`config.mk`:
```
export PLATFORM = sky130hd
export DESIGN_NAME = pipelined_fetch_unit
export DESIGN_NICKNAME = d
export VERILOG_FILES = /design/src/rtl/pipelined_fetch_unit.sv
export SDC_FILE = /design/constraint.sdc
export NUM_CORES = 1
export LEC_CHECK = 0
export ABC_CLOCK_PERIOD_IN_PS = 3800
export BUFFER_PORTS_ARGS = -buffer_cell sky130_fd_sc_hd__buf_2
export CORE_MARGIN = 8
export CORE_UTILIZATION = 35
export CTS_CLUSTER_SIZE = 40
export DETAILED_ROUTE_END_ITERATION = 10
export GPL_TIMING_DRIVEN = 1
export HOLD_SLACK_MARGIN = 0.12
export PLACE_DENSITY = 0.6
export SLEW_MARGIN = 20
export SYNTH_ARGS = -nofsm -noshare
export SYNTH_HDL_FRONTEND = slang
export SYNTH_SLANG_ARGS = --single-unit
```
`constraint.sdc`:
```
create_clock -name clk_i -period 3.8 [get_ports clk_i]
set_input_delay 0.76 -clock clk_i [delete_from_list [all_inputs] [get_ports clk_i]]
set_output_delay 0.76 -clock clk_i [all_outputs]
set_load 0.05 [all_outputs]
```
`src/rtl/pipelined_fetch_unit.sv`:
```
// Instruction-fetch stage: PC register with prioritised redirect select,
// IF/ID pipeline register with stall/flush, and a circular return-address
// stack used by the jal/jr decode logic. Instruction memory is external
// and combinational: address goes out, instruction comes back this cycle.
// rst_i is an asynchronous, active-low reset despite its name.
module pipelined_fetch_unit #(
  parameter int                ADDR_W    = 32,
  parameter int                INSTR_W   = 32,
  parameter logic [ADDR_W-1:0] RESET_PC  = '0,
  parameter int                RAS_DEPTH = 4
) (
  input  logic               clk_i,
  input  logic               rst_i,
  input  logic               stall_i,
  input  logic               flush_i,
  input  logic               br_taken_i,
  input  logic [ADDR_W-1:0]  br_target_i,
  input  logic               jr_i,
  input  logic [ADDR_W-1:0]  jr_target_i,
  input  logic               jump_i,
  input  logic [ADDR_W-1:0]  jump_target_i,
  input  logic               ras_push_i,
  input  logic [ADDR_W-1:0]  ras_push_data_i,
  input  logic               ras_pop_i,
  output logic [ADDR_W-1:0]  imem_addr_o,
  input  logic [INSTR_W-1:0] imem_instr_i,
  output logic [ADDR_W-1:0]  ifid_pc_plus4_o,
  output logic [INSTR_W-1:0] ifid_instr_o,
  output logic               ifid_valid_o,
  output logic [ADDR_W-1:0]  ras_top_o,
  output logic               ras_empty_o,
  output logic               ras_overflow_o
);

  localparam int PTR_W = $clog2(RAS_DEPTH);
  localparam int CNT_W = PTR_W + 1;
  localparam logic [CNT_W-1:0] CNT_FULL = CNT_W'(RAS_DEPTH);

  logic [ADDR_W-1:0]  pc_q, pc_d;
  logic [ADDR_W-1:0]  pc_plus4;
  logic [ADDR_W-1:0]  redirect_target;
  logic               redirect;

  logic [ADDR_W-1:0]  ifid_pc_plus4_q, ifid_pc_plus4_d;
  logic [INSTR_W-1:0] ifid_instr_q, ifid_instr_d;
  logic               ifid_valid_q, ifid_valid_d;

  logic [ADDR_W-1:0]  ras_mem_q [RAS_DEPTH];
  logic [ADDR_W-1:0]  ras_mem_d [RAS_DEPTH];
  logic [PTR_W-1:0]   ras_ptr_q, ras_ptr_d;
  logic [CNT_W-1:0]   ras_cnt_q, ras_cnt_d;
  logic               ras_ovf_q, ras_ovf_d;

  // Next-PC select and IF/ID update. A redirect wins over stall; the
  // instruction fetched alongside a redirect or flush is wrong-path, so
  // IF/ID takes a bubble instead.
  always_comb begin
    pc_plus4        = pc_q + ADDR_W'(4);
    redirect        = br_taken_i | jr_i | jump_i;
    redirect_target = br_taken_i ? br_target_i :
                      jr_i       ? jr_target_i : jump_target_i;

    pc_d            = pc_plus4;
    ifid_pc_plus4_d = pc_plus4;
    ifid_instr_d    = imem_instr_i;
    ifid_valid_d    = 1'b1;

    if (redirect) begin
      // Targets are taken as given; low bits dropped to stay word-aligned.
      pc_d = {redirect_target[ADDR_W-1:2], 2'b00};
    end else if (stall_i) begin
      pc_d = pc_q;
    end

    if (redirect || flush_i) begin
      ifid_pc_plus4_d = '0;
      ifid_instr_d    = '0;
      ifid_valid_d    = 1'b0;
    end else if (stall_i) begin
      ifid_pc_plus4_d = ifid_pc_plus4_q;
      ifid_instr_d    = ifid_instr_q;
      ifid_valid_d    = ifid_valid_q;
    end
  end

  // PC and IF/ID registers.
  always_ff @(posedge clk_i or negedge rst_i) begin
    if (!rst_i) begin
      pc_q            <= RESET_PC;
      ifid_pc_plus4_q <= '0;
      ifid_instr_q    <= '0;
      ifid_valid_q    <= 1'b0;
    end else begin
      pc_q            <= pc_d;
      ifid_pc_plus4_q <= ifid_pc_plus4_d;
      ifid_instr_q    <= ifid_instr_d;
      ifid_valid_q    <= ifid_valid_d;
    end
  end

  // Return-address stack update. Push+pop replaces the top entry (or acts
  // as a plain push when empty); a push while full overwrites the oldest
  // entry, which sits just above the top in the circular buffer.
  always_comb begin
    ras_mem_d = ras_mem_q;
    ras_ptr_d = ras_ptr_q;
    ras_cnt_d = ras_cnt_q;
    ras_ovf_d = ras_ovf_q;

    if (ras_push_i && ras_pop_i && (ras_cnt_q != '0)) begin
      ras_mem_d[ras_ptr_q] = ras_push_data_i;
    end else if (ras_push_i) begin
      ras_ptr_d            = ras_ptr_q + PTR_W'(1);
      ras_mem_d[ras_ptr_d] = ras_push_data_i;
      if (ras_cnt_q == CNT_FULL) begin
        ras_ovf_d = 1'b1;
      end else begin
        ras_cnt_d = ras_cnt_q + CNT_W'(1);
      end
    end else if (ras_pop_i && (ras_cnt_q != '0)) begin
      ras_ptr_d = ras_ptr_q - PTR_W'(1);
      ras_cnt_d = ras_cnt_q - CNT_W'(1);
    end
  end

  // Return-address stack registers; not affected by stall.
  always_ff @(posedge clk_i or negedge rst_i) begin
    if (!rst_i) begin
      for (int i = 0; i < RAS_DEPTH; i++) begin
        ras_mem_q[i] <= '0;
      end
      ras_ptr_q <= '0;
      ras_cnt_q <= '0;
      ras_ovf_q <= 1'b0;
    end else begin
      ras_mem_q <= ras_mem_d;
      ras_ptr_q <= ras_ptr_d;
      ras_cnt_q <= ras_cnt_d;
      ras_ovf_q <= ras_ovf_d;
    end
  end

  assign imem_addr_o     = pc_q;
  assign ifid_pc_plus4_o = ifid_pc_plus4_q;
  assign ifid_instr_o    = ifid_instr_q;
  assign ifid_valid_o    = ifid_valid_q;
  // Stack outputs depend only on registered state.
  assign ras_empty_o     = (ras_cnt_q == '0);
  assign ras_top_o       = ras_empty_o ? '0 : ras_mem_q[ras_ptr_q];
  assign ras_overflow_o  = ras_ovf_q;

endmodule

```
# Word level (Yosys, flattened, before mapping)
# Cells that the tools add are included.
[totals]
ff_bits = 231
latchBits = 0
ram_bits = 0
romBits = 0
wordCells = 68
n_memories = 0
[op_classes]
addsub = 5
mul = 0
div = 0
magnitude_cmp = 4
n_eq_ne = 4
shifts = 0
muxes = 26
n_bitwise = 5
n_reduce_logical = 13
[op_table]
columns = ["cell", "n"]
rows = [
  ["$mux W32", 12],
  ["$bwmux W128", 2],
  ["$mux W128", 2],
  ["$demux W32 S2", 2],
  ["$bmux W32 S2", 1],
  ["$add A32 B3 Y32 const B", 1],
  ["$mux W3", 3],
  ["$ge A3 B3 Y1 const B", 2],
  ["$lt A3 B1 Y1 const B", 2],
  ["$not A2 Y3", 2],
  ["$reduce_and A3 Y1", 2],
  ["$logic_and A1 B1 Y1", 5],
  ["$mux W2", 2],
  ["$ne A2 B1 Y1 const B", 2],
  ["$reduce_bool A2 Y1", 2],
  ["$add A3 B1 Y3 const B", 1],
  ["$eq A3 B3 Y1 const B", 1],
  ["$logic_not A3 Y1", 1],
  ["$reduce_bool A3 Y1", 1],
  ["$sub A3 B1 Y3 const B", 1],
  ["$add A2 B1 Y2 const B", 1],
  ["$mux W1", 2],
  ["$ne A2 B2 Y1 const B", 1],
  ["$or A1 B1 Y1", 2],
  ["4 further kinds", 4],
]

# Logic depth before layout (Yosys ltp)
# Gate-level depths: netlist of run 1.
[depth]
word_depth = 9
mapped_depth = 8
mapped_depth_nobuf = 7

# Worst setup path after synthesis of run 1
# No wires, ideal clock.
[synth_timing]
path_kind = "register to output"
from = "register ras_ptr_q[0]"
to = "output ras_top_o[10]"
t_arrival_ns = 1.977
t_required_ns = 3.040
slack_ns = 1.063
path_stages_with_launch = 5
n_path_buf = 2
path_cell_list = "dfrtp_1 > clkbuf_1 > buf_2 > mux4_2 > nor2b_1"
[synth_via]
elab_chain_cells = 5
[synth_lines]
columns = ["element", "line", "rtl"]
rows = [
  ["start: declaration", "50", "logic [PTR_W-1:0] ras_ptr_q, ras_ptr_d;"],
  ["start signal: assignment", "137", "ras_ptr_q <= ras_ptr_d;"],
  ["$not A2 Y3 (not written as such)", "149", "assign ras_top_o = ras_empty_o ? '0 : ras_mem_q[ras_ptr_q];"],
  ["$bmux W32 S2", "149", ""],
  ["$mux W32 (not written as such) (2 in series)", "149", ""],
  ["$mux W32", "149", ""],
  ["end: declaration", "30", "output logic [ADDR_W-1:0] ras_top_o,"],
]
# No other way between the ends. The select of a mux whose other input is x is not followed.

# Worst setup path after layout of run 1
[layout_timing]
from = "register ras_ptr_q[0]"
to = "output ras_top_o[0]"
# The elaborated chain is that of the path after synthesis.

==> results of run 1 <==
-- report_power, final --
part	total (mW)	internal (mW)	switching (mW)
clock network	2.35	1.37	0.982
registers	3.70	3.20	0.503
logic	4.68	1.96	2.71
total	10.7	6.53	4.20
-- how the worst max path moves through the flow --
stage,end,start,slack [ns],depth (start not counted)
2_1_floorplan,ras_top_o[10],ras_ptr_q[0],1.06,4
4_1_cts,ras_top_o[0],ras_ptr_q[0],0.50,4
3_5_place_dp,ifid_pc_plus4_o[17],jr_i,0.78,4
3_3_place_gp,ifid_pc_plus4_o[15],jr_i,0.83,4
6_report,ras_top_o[0],ras_ptr_q[0],0.59,4
5_1_grt,ras_top_o[0],ras_ptr_q[0],0.44,4
-- final cells by class --
| type | count | area (um^2) | area share (%) |
|---|---|---|---|
| Clock buffer | 36 | 749 | 5.43 |
| Clock inverter | 9 | 55.1 | 0.399 |
| Inverter | 16 | 60.1 | 0.435 |
| Multi-Input combinational cell | 617 | 5100 | 37.0 |
| Sequential cell | 227 | 5680 | 41.2 |
| Tap cell | 402 | 503 | 3.64 |
| Timing Repair Buffer | 310 | 1650 | 12.0 |
-- layout by cell type (no fill, tap or decap), drive strengths merged, types with 7 or more instances in the layout --
| cell type | count |
|---|---|
| buf | 310 |
| dfrtp | 227 |
| mux2 | 128 |
| o21ai | 75 |
| nand2 | 73 |
| a22o | 37 |
| clkbuf | 36 |
| nor2b | 33 |
| mux4 | 32 |
| xnor2 | 26 |
| nor2 | 20 |
| inv | 16 |
| nand3 | 16 |
| nor3 | 16 |
| a22oi | 15 |
| a21oi | 15 |
| o22ai | 14 |
| o21a | 11 |
| and3 | 9 |
| a31oi | 8 |
| o22a | 7 |
-- worst max-delay path, delay by kind of cell, from the launching register on --
family	cells	cell delay [ns]
DFF	1	0.77
muxes	1	0.51
buffers and inverters	2	0.51
and+or+nand+nor	1	0.15
-- state kept, by name, indices dropped and copies added (netlist names) --
signal and count:
ras_cnt_q 3, ifid_instr_o 32, ras_mem_q 128, ifid_valid_o 1, imem_addr_o 30, ifid_pc_plus4_o 30
ras_overflow_o 1, ras_ptr_q 2
-- synthesized netlist by cell type (5+ instances only) --
| cell | number | area share [%] |
|---|---|---|
| dfrtp_1 | 227 | 51 |
| mux2_2 | 120 | 12 |
| nand2_1 | 73 | 2.4 |
| o21ai_0 | 72 | 3.2 |
| a22o_1 | 37 | 2.9 |
| nor2b_1 | 33 | 1.8 |
| mux4_2 | 32 | 6.4 |
| clkbuf_1 | 31 | 1.0 |
| xnor2_1 | 26 | 2.0 |
| buf_4 | 16 | 1.1 |
| nor2_1 | 16 | 0.54 |
| a22oi_1 | 15 | 1.0 |
| inv_1 | 15 | 0.50 |
| nand3_1 | 15 | 0.67 |
| a21oi_1 | 14 | 0.63 |
| o22ai_1 | 14 | 0.78 |
| nor3_1 | 13 | 0.58 |
| o21a_1 | 11 | 0.74 |
| a31oi_1 | 8 | 0.45 |
| buf_2 | 8 | 0.36 |
| mux2_1 | 8 | 0.80 |
| buf_6 | 7 | 0.70 |
| o22a_1 | 7 | 0.55 |
| and3_1 | 6 | 0.33 |
| xor2_1 | 6 | 0.47 |
| a2bb2oi_1 | 5 | 0.39 |
| ha_1 | 5 | 0.56 |
| nor4_1 | 5 | 0.28 |
-- per-stage QoR --
| step | cell area (um^2) | hold WS (ns) | cells | worst slack (ns) |
|---|---|---|---|---|
| 6_report | 13800 | 0.234 | 1617 | 0.589 |
| 5_1_grt | 13800 | 0.266 | 1617 | 0.442 |
| 4_1_cts | 13800 | 0.253 | 1617 | 0.502 |
| 3_5_place_dp | 13000 | 0.461 | 1572 | 0.781 |
| 3_3_place_gp | 13000 | 0.455 | 1572 | 0.826 |
| 2_1_floorplan | 11200 | 0.453 | 928 | 1.06 |
-- metal layers --
metal	vias up	global-route usage, %	part of all wire [%]	routed length [um]
met5	-	0	0	0
met3	42	3.96	6.0	1940
met1	4157	20.1	41	13300
met4	0	3.51	1.8	570
met2	261	29.6	51	16500
li1	3940	-	-	-
-- kinds of logic (layout without fill, tap and decap cells) --
family | Yosys count | count (layout) | share of synthesized area [%]
flops | 227 | 227 | 50.7
compound gates | 211 | 211 | 12.7
simple gates | 200 | 200 | 9.65
mux | 164 | 164 | 19.6
buf+inv | 84 | 371 | 4.01
xor+xnor | 32 | 32 | 2.50
fa+ha+maj | 6 | 6 | 0.737
other cells | 1 | 4 | 0.0335
==> metrics.md, run 1 <==
| Metric | Value |
|---|---|
| Outcome | finished clean |
| Number of synthesized flops with an enable pin | 0 |
| Clock Path Buffers | 3 |
| CTS H-tree lvls | 1 |
| Postcts setup bufs | 0 |
| Mapped Cells | 925 |
| Worst min path class | in2async |
| GRT Util Overall | 16.6% |
| DIE AREA | 0.0380 mm^2 |
| Grt ovf | 0 |
| Synth Warn # | 0 |
| Placer congestion estimate | 0.902 |
| Row count | 65 |
| P&R area growth vs syn | 23.2% |
| Post-DR vias/cell | 5.19 |
| Number of hold buffers added after cts | 0 |
| Post-Syn Area | 0.0112 mm^2 |
| Peak supply drop | 0.445 mV |
| Initial Util | 35.5% |
| CTS sink cnt | 227 |
| Seq cells post-synth | 227 |
| Die Height | 195 um |
| Die X | 195 um |
| Initial antenna violation count | 0 |
| Layout cells sized above 1 | 43.4% |
| Overall power | 10.7 mW |
| Crit start category | flop |
| CP Capture Type | output pin |
| Lkg Pwr | 6.32 nW |
| Vias in the first global route | 9,084 |
| Count of final setup violators | 0 |
| Routed len/inst | 19.9 um |
| Max stage delay on crit path | 0.77 ns |
| Ys async rst share | 100% |
| # diodes | 0 |
| Max Clk Rate | 0.311 GHz |
| Number of gates given a new drive strength after cts | 0 |
| First-pass GRT wire length | 51.4 mm |
| Filler cells | 3,034 |
| RSZ-0062 raised after global routing | false |
| Detail Placement HPWL | 23.5 mm |
| PortBufs | 289 |
| Total CTS buffers | 26 |
| Number of I/O pins | 300 |
| Slew Limit Fails | 0 |
| Syn avg cell area | 12.1 um^2 |
| Clk_skew | 0.00947 ns |
| Worst setup path class | reg2out |
| Pin count of the biggest net entering global routing | 87 |
| Core footprint | 0.0316 mm^2 |
| WP data required | 3.04 ns |
| R2r worst-path depth | 6 |
| Clk_lat worst skew | 0.52 ns |
| Pwr dens | 777 mW/mm^2 |
| Minimum clock period | 3.21 ns |
| R2R Setup Slk | 1.12 ns |
| Actual slew at the worst max-slew pin | 1.06 ns |
| Netlist cell types | 69 |
| DRC | 0 |
| Vias after detailed routing | 8,400 |
| Max capacitance violation total | 0 |
| Clk root buf | clkbuf_16 |
| Seq/Total Area, Yosys | 50.7% |
| Reg2Reg Launch Point | imem_addr_o[2] |
| CTS tree | yes |
| FF-to-FF End | imem_addr_o[28] |
| Initial DRC Count | 395 |
| Crit path DAT | 2.45 ns |
| Final cycle utilization of the critical path | 84.5% |
| Setup TNS | 0 ns |
| Fin util | 43.7% |
| Worst relative slew slack | 29.3% |
| Drt total wl | 32.2 mm |
| CP max stage cell | dfrtp_2 |
| CP max FO | 17 |
| Pre-antenna DRT Iters | 5 |
| Crit-path cells | buf_4 > mux4_2 > nor2b_1 > buf_2 |
| Fin nets | 1,373 |
| Final Hold Viols | 0 |
| Synth Flop Type | dfrtp_1 |
| ANT nets after route | 0 |
| Worst-path clk slew | 0.06 ns |
(Power assumes the default switching activity.)
==> run 2: changes to the inputs <==
--- a/config.mk
+++ b/config.mk
@@ -5,7 +5,8 @@
 export SDC_FILE = /design/constraint.sdc
 export NUM_CORES = 1
 export LEC_CHECK = 0
-export ABC_CLOCK_PERIOD_IN_PS = 3800
+export ABC_AREA = 1
+export ABC_CLOCK_PERIOD_IN_PS = 2600
 export BUFFER_PORTS_ARGS = -buffer_cell sky130_fd_sc_hd__buf_2
 export CORE_MARGIN = 8
 export CORE_UTILIZATION = 35
@@ -13,7 +14,7 @@
 export DETAILED_ROUTE_END_ITERATION = 10
 export GPL_TIMING_DRIVEN = 1
 export HOLD_SLACK_MARGIN = 0.12
-export PLACE_DENSITY = 0.6
+export PLACE_DENSITY = 0.62
 export SLEW_MARGIN = 20
 export SYNTH_ARGS = -nofsm -noshare
 export SYNTH_HDL_FRONTEND = slang
==> constraint.sdc (replaced) <==
create_clock -name clk_i -period 2.6 [get_ports clk_i]
set_input_delay 0.52 -clock clk_i [delete_from_list [all_inputs] [get_ports clk_i]]
set_output_delay 0.52 -clock clk_i [all_outputs]
set_load 0.05 [all_outputs]
==> metrics.md, run 2 <==
| Metric | Value |
|---|---|
| Number of synthesized flops with an enable pin | 0 |
| Setup TNS | 0 ns |
| Reg2Reg Launch Point | ras_ptr_q[0] |
| HP Start | imem_instr_i[28] |
| Synth top area cells | dfrtp_1 51%, nand2_1 11%, o21ai_0 9.0% |
| Pin count of the biggest net entering global routing | 63 |
| RSZ-0062 raised after global routing | true |
| Xor and xnor area share after synthesis | 1.49% |
| Routed len/inst | 17.4 um |
| Clk_lat worst skew | 0.54 ns |
| Die Height | 195 um |
| Compound-Gate Fraction of Synth Area | 19.5% |
| CTS tree | yes |
| Clock Path Buffers | 3 |
| Clk root buf | clkbuf_16 |
| Actual slew at the worst max-slew pin | 0.995 ns |
| Post-Synth Simple-Gate Area | 21.1% |
| Sequential Area | 0.00568 mm^2 |
| Area share of the largest cell type after synthesis | 50.8% |
| Post-DR vias/cell | 5.01 |
| Biggest register | ras_mem_q |
| Pwr dens | 1150 mW/mm^2 |
| GRT Util Overall | 18.1% |
| Row count | 65 |
| Crit start category | flop |
| Outcome | finished clean |
| Layout cells sized above 1 | 23.4% |
| Worst min path class | in2reg |
| R2R Setup Slk | 0.34 ns |
| Syn avg cell area | 8.08 um^2 |
| Die X | 195 um |
| Peak supply drop | 0.797 mV |
| Worst relative slew slack | 33.4% |
| Synth Area in Adders | 0.738% |
| Final cycle utilization of the critical path | 97.3% |
| Slew Limit Fails | 0 |
| Total CTS buffers | 27 |
| Minimum clock period | 2.53 ns |
| First-pass GRT wire length | 56.7 mm |
| Vias after detailed routing | 10,400 |
| DIE AREA | 0.0379 mm^2 |
| CTS sink cnt | 227 |
| Mapped Cells | 1,384 |
| Filler cells | 3,182 |
| Netlist cell types | 36 |
| R2r worst-path depth | 9 |
| CP max FO | 26 |
| Most frequent cells in the layout | 335 x nand2_1, 273 x buf_2, 225 x dfrtp_1, 199 x nor2_1, 197 x o21ai_0 |
| WP data required | 2.08 ns |
| Max Clk Rate | 0.395 GHz |
| Synth Warn # | 0 |
| Drt total wl | 36.1 mm |
| ANT nets after route | 0 |
| P&R area growth vs syn | 25.5% |
| Final Hold Viols | 0 |
| Combinational family with the most area after synthesis | simple AND/OR/NAND/NOR gates |
| Vias in the first global route | 10,700 |
| Clk_skew | 0.0101 ns |
| Yosys top cell by area | dfrtp_1 |
| Commonest non-fill, non-tap cell in the layout | nand2_1 |
| Ys async rst share | 100% |
| # diodes | 0 |
| Count of final setup violators | 0 |
| Core footprint | 0.0316 mm^2 |
| CP Capture Type | output pin |
| DRC | 0 |
| Placer congestion estimate | 0.898 |
| Post-Syn Area | 0.0112 mm^2 |
| Crit path DAT | 2.01 ns |
| Synth Flop Type | dfrtp_1 |
| FF-to-FF End | ras_mem_q[24] |
| PortBufs | 289 |
| Pre-antenna DRT Iters | 5 |
| Lkg Pwr | 7.08 nW |
| Post-synthesis mux area share | 0% |
| CTS H-tree lvls | 1 |
| Worst setup path class | reg2out |
| Worst Hold End | ifid_instr_o[28] |
| Initial antenna violation count | 2 |
| Grt ovf | 0 |
| Seq cells post-synth | 227 |
| Fin nets | 1,828 |
| Seq/Total Area, Yosys | 50.8% |
| Detail Placement HPWL | 24.5 mm |
| Most instantiated cells after synthesis | 335 x nand2_1, 227 x dfrtp_1, 201 x o21ai_0, 200 x nor2_1, 91 x a21oi_1 |
| Number of I/O pins | 300 |
| Largest register FFs | 128 |
| Max capacitance violation total | 0 |
| Initial Util | 35.5% |
| Fin util | 44.5% |
| Hold depth | 2 |
| Multi-input logic area | 0.00481 mm^2 |
| Worst-path clk slew | 0.06 ns |
| Initial DRC Count | 672 |
| Most numerous cell in the Yosys netlist | nand2_1 |
==> run 2: cell count changes in the layout (fill, tap and decap cells not counted), moves of 32 or more <==
cell	before	now
mux2_2	120	0
nand2_1	73	335
mux4_2	32	0
inv_1	15	56
nor2_1	16	199
o21ai_0	72	197
nor2b_1	33	0
a21oi_1	14	91
o21ai_1	2	34
==> run 2: power breakdown <==
group / switching [mW] / internal (mW)
logic: 5.10 / 2.23
clock network: 1.46 / 2.12
registers: 0.641 / 4.61
total: 7.20 / 8.96
==> run 2: worst max-delay path, stage by stage (launching register included) <==
cell	delay, ns
dfrtp_2	0.47
clkinvlp_4	0.17
buf_12	0.19
o21ai_0	0.12
a21oi_1	0.25
buf_4	0.26
==> run 2: final cells by class <==
type / instances / area share [%]
clock buffer: 38 / 5.39
inverter: 61 / 1.66
clock inverter: 8 / 0.570
multi-input combinational: 1011 / 34.2
sequential: 227 / 40.5
timing repair buffer: 325 / 14.1
tap: 402 / 3.58
==> run 2: through the flow <==
stage	instance area (um^2)	cells	setup slack [ns]	power, mW	hold slack [ns]
CTS	13900	2067	0.00932	16.0	0.162
floorplan	11200	1387	0.0932	10.4	0.224
detailed placement	13000	2020	0.266	12.2	0.464
global placement	13000	2020	0.309	12.1	0.459
global route	14000	2072	-0.0154	17.3	0.168
finish	14000	2072	0.0713	16.2	0.193
==> run 2: how the worst max path moves through the flow <==
stage	startpoint	endpoint	slack, ns	cells past startpoint
2_1_floorplan	ras_cnt_q[0]	ras_top_o[22]	0.09	4
3_3_place_gp	ras_pop_i	ras_mem_q[28]	0.31	8
3_5_place_dp	jr_i	imem_addr_o[5]	0.27	8
4_1_cts	ras_ptr_q[1]	ras_top_o[9]	0.009	6
5_1_grt	ras_ptr_q[0]	ras_top_o[24]	-0.02	5
6_report	ras_ptr_q[0]	ras_top_o[0]	0.07	5
==> run 2: routing by layer <==
layer / share of wire (%) / wire [um] / vias to the layer above / GRT usage, %
met4: 3.3 / 1180 / 4 / 6.04
met2: 47 / 17000 / 356 / 30.4
met3: 7.9 / 2840 / 71 / 5.60
met5: 0.075 / 27 / - / 0
met1: 42 / 15000 / 4859 / 21.8
li1: - / - / 5085 / -
==> run 2: cell families (layout without fill, tap and decap cells) <==
group / count (synthesis) / in the layout
xor+xnor: 19 / 19
simple gates: 595 / 595
compound gates: 387 / 387
other cells: 1 / 4
flops: 227 / 227
fa+ha+maj: 6 / 6
buf+inv: 149 / 432
==> run 2: timing repair <==
| action | 4_1_cts | 5_1_grt |
|---|---|---|
| pin swaps | 0 | 2 |
| buffers inserted | 0 | 1 |
| endpoints found under the setup margin | 6 | 27 |
| resized for setup | 6 | 23 |
| cloned | 0 | 4 |
| hold endpoints to repair | 46 | 0 |
| hold buffers | 1 | 0 |
==> run 3: changes to the inputs <==
--- a/config.mk
+++ b/config.mk
@@ -15,7 +15,9 @@
 export GPL_TIMING_DRIVEN = 1
 export HOLD_SLACK_MARGIN = 0.12
 export PLACE_DENSITY = 0.62
+export SETUP_SLACK_MARGIN = 0.15
 export SLEW_MARGIN = 20
 export SYNTH_ARGS = -nofsm -noshare
 export SYNTH_HDL_FRONTEND = slang
 export SYNTH_SLANG_ARGS = --single-unit
+export TNS_END_PERCENT = 100
==> metrics.md, run 3 (synthesis gave the netlist of run 2 again) <==
| Metric | Value |
|---|---|
| Max Clk Rate | 0.407 GHz |
| ANT nets after route | 0 |
| Switching power | 7.49 mW |
| PortBufs | 289 |
| Worst Hold End | ifid_instr_o[2] |
| Core footprint | 0.0316 mm^2 |
| Post-DR vias/cell | 4.97 |
| Worst setup path class | reg2out |
| Max stage delay on crit path | 0.41 ns |
| Buf/Inv on CP | 3 |
| Inst Count DP | 2,022 |
| Multi-input logic area | 0.00491 mm^2 |
| Vias after detailed routing | 10,400 |
| Post-DP Area | 0.0132 mm^2 |
| Sequential Power Share | 30.6% |
| Most frequent cells in the layout | 335 x nand2_1, 255 x buf_2, 226 x dfrtp_1, 199 x nor2_1, 180 x o21ai_0 |
| Logic gate share of total power | 49.0% |
| Clk_skew | 0.00952 ns |
| Minimum clock period | 2.46 ns |
| Critical path depth | 6 |
| Drt total wl | 36.0 mm |
| Filler cells | 3,148 |
| Hold depth | 2 |
| Final WS setup | 0.143 ns |
| Crit-path cells | clkinvlp_4 > buf_12 > nor2_1 > o21ai_0 > a21oi_2 > buf_6 |
| Slew Limit Fails | 0 |
| Largest register FFs | 128 |
| Max capacitance violation total | 0 |
| R2R Setup Slk | 0.51 ns |
| Fin nets | 1,838 |
| Setup TNS | 0 ns |
| CTS tree | yes |
| Die Height | 195 um |
| Clock Path Buffers | 3 |
| Outcome | finished clean |
| First-pass GRT wire length | 57.0 mm |
| Sw Ratio | 43.6% |
| Die X | 195 um |
| CP max FO | 26 |
| CP max stage cell | dfrtp_1 |
| Final Hold Viols | 0 |
| Placer congestion estimate | 0.912 |
| Crit path DAT | 1.94 ns |
| Pin count of the biggest net entering global routing | 68 |
| Detail Placement HPWL | 24.8 mm |
| Crit start category | flop |
| Layout cells sized above 1 | 25.5% |
| DRC | 0 |
| Clk root buf | clkbuf_16 |
| R2r worst-path depth | 7 |
| Worst-path clk slew | 0.06 ns |
| Post-Layout Cell Count | 2,087 |
| FF-to-FF End | ras_mem_q[67] |
| Pre-CTS setup slack | 0.380 ns |
| DIE AREA | 0.0379 mm^2 |
| Worst min path class | in2reg |
| Family with the most delay on the worst path | buffers and inverters |
| Design Area, Final | 0.0145 mm^2 |
| Pwr dens | 1190 mW/mm^2 |
| Clk_lat worst skew | 0.53 ns |
| Clock Power Share | 20.5% |
| CTS sink cnt | 227 |
| Row count | 65 |
| Lkg Pwr | 7.20 nW |
| Vias in the first global route | 10,600 |
| Total CTS buffers | 26 |
| Internal power | 9.67 mW |
| CTS H-tree lvls | 1 |
| HP Start | imem_instr_i[2] |
| Worst relative slew slack | 44.0% |
| Grt ovf | 0 |
| Biggest register | ras_mem_q |
| Initial DRC Count | 664 |
| Initial Util | 35.5% |
| Peak supply drop | 0.700 mV |
| Count of final setup violators | 0 |
| Sequential Area | 0.00568 mm^2 |
| Reg2Reg Launch Point | ras_ptr_q[1] |
| WP data required | 2.08 ns |
| Number of I/O pins | 300 |
| Pre-antenna DRT Iters | 5 |
| RSZ-0062 raised after global routing | true |
| Routed len/inst | 17.2 um |
| P&R area growth vs syn | 29.3% |
| Final cycle utilization of the critical path | 94.5% |
| Actual slew at the worst max-slew pin | 0.840 ns |
| Commonest non-fill, non-tap cell in the layout | nand2_1 |
| GRT Util Overall | 18.3% |
| CP Capture Type | output pin |
| Initial antenna violation count | 4 |
| Hold WS | 0.203 ns |
## run 3: cell count changes in the layout (fill, tap and decap cells not counted), moves of 3 or more
cell | before | now
clkbuf_16 | 30 | 27
buf_16 | 0 | 3
a21oi_2 | 0 | 27
clkbuf_4 | 4 | 0
buf_4 | 29 | 26
buf_12 | 12 | 16
buf_6 | 2 | 32
buf_2 | 273 | 255
a21oi_1 | 91 | 64
o21ai_1 | 34 | 51
clkinv_2 | 6 | 3
o21ai_0 | 197 | 180
clkbuf_8 | 4 | 7
## run 3: worst reg2reg max path: cells and delay by family, from the launching register on
family	cells	cell delay, ns
compound gates	2	0.58
fa+ha+maj	1	0.22
buf+inv	4	0.76
flops	1	0.41
## run 3: worst max path at each step
stage,from,to,slack (ns)
2_1_floorplan,ras_ptr_q[0],ras_top_o[22],0.13
3_3_place_gp,br_taken_i,imem_addr_o[5],0.42
3_5_place_dp,br_taken_i,imem_addr_o[5],0.38
4_1_cts,ras_ptr_q[0],ras_top_o[2],0.11
5_1_grt,ras_ptr_q[1],ras_top_o[2],0.005
6_report,ras_ptr_q[1],ras_top_o[15],0.14
## run 3: repair_timing
item | 4_1_cts | 5_1_grt
endpoints found under the hold margin | 61 | 0
hold buffers | 1 | 0
gates resized for setup | 58 | 43
setup endpoints to repair | 33 | 32
pin swaps | 2 | 8
setup buffers | 8 | 3
gates cloned | 2 | 1
## run 3: per-layer routing
metal  global-route usage (%)  part of all wire (%)  routed length [um]
met1                     22.0                    42               15000
met2                     31.5                    48               17400
met3                     5.25                   7.2                2590
met4                     5.36                   2.7                 971
met5                        0                 0.061                  22
## run 3: cell type report
class | instances | area share [%]
inverters | 61 | 1.63
diodes | 2 | 0.0346
clock buffers | 41 | 5.37
clock inverters | 7 | 0.381
multi-input cells | 1011 | 33.9
repair buffers | 336 | 15.9
flip-flops and latches | 227 | 39.3
well taps | 402 | 3.48
## run 3: power by group through the flow
stage               Combinational (mW)  Sequential (mW)  Clock (mW)
global route                      9.14             5.38        3.77
global placement                  7.20             5.26           0
finish                            8.41             5.25        3.51
floorplan                         5.25             5.37           0
CTS                               8.10             5.22        3.63
detailed placement                7.27             5.29           0
## run 3: stage by stage
step	utilization, %	total power [mW]
floorplan	-	10.6
global placement	41.8	12.5
detailed placement	41.8	12.6
CTS	45.4	17.0
global route	45.8	18.3
finish	45.8	17.2
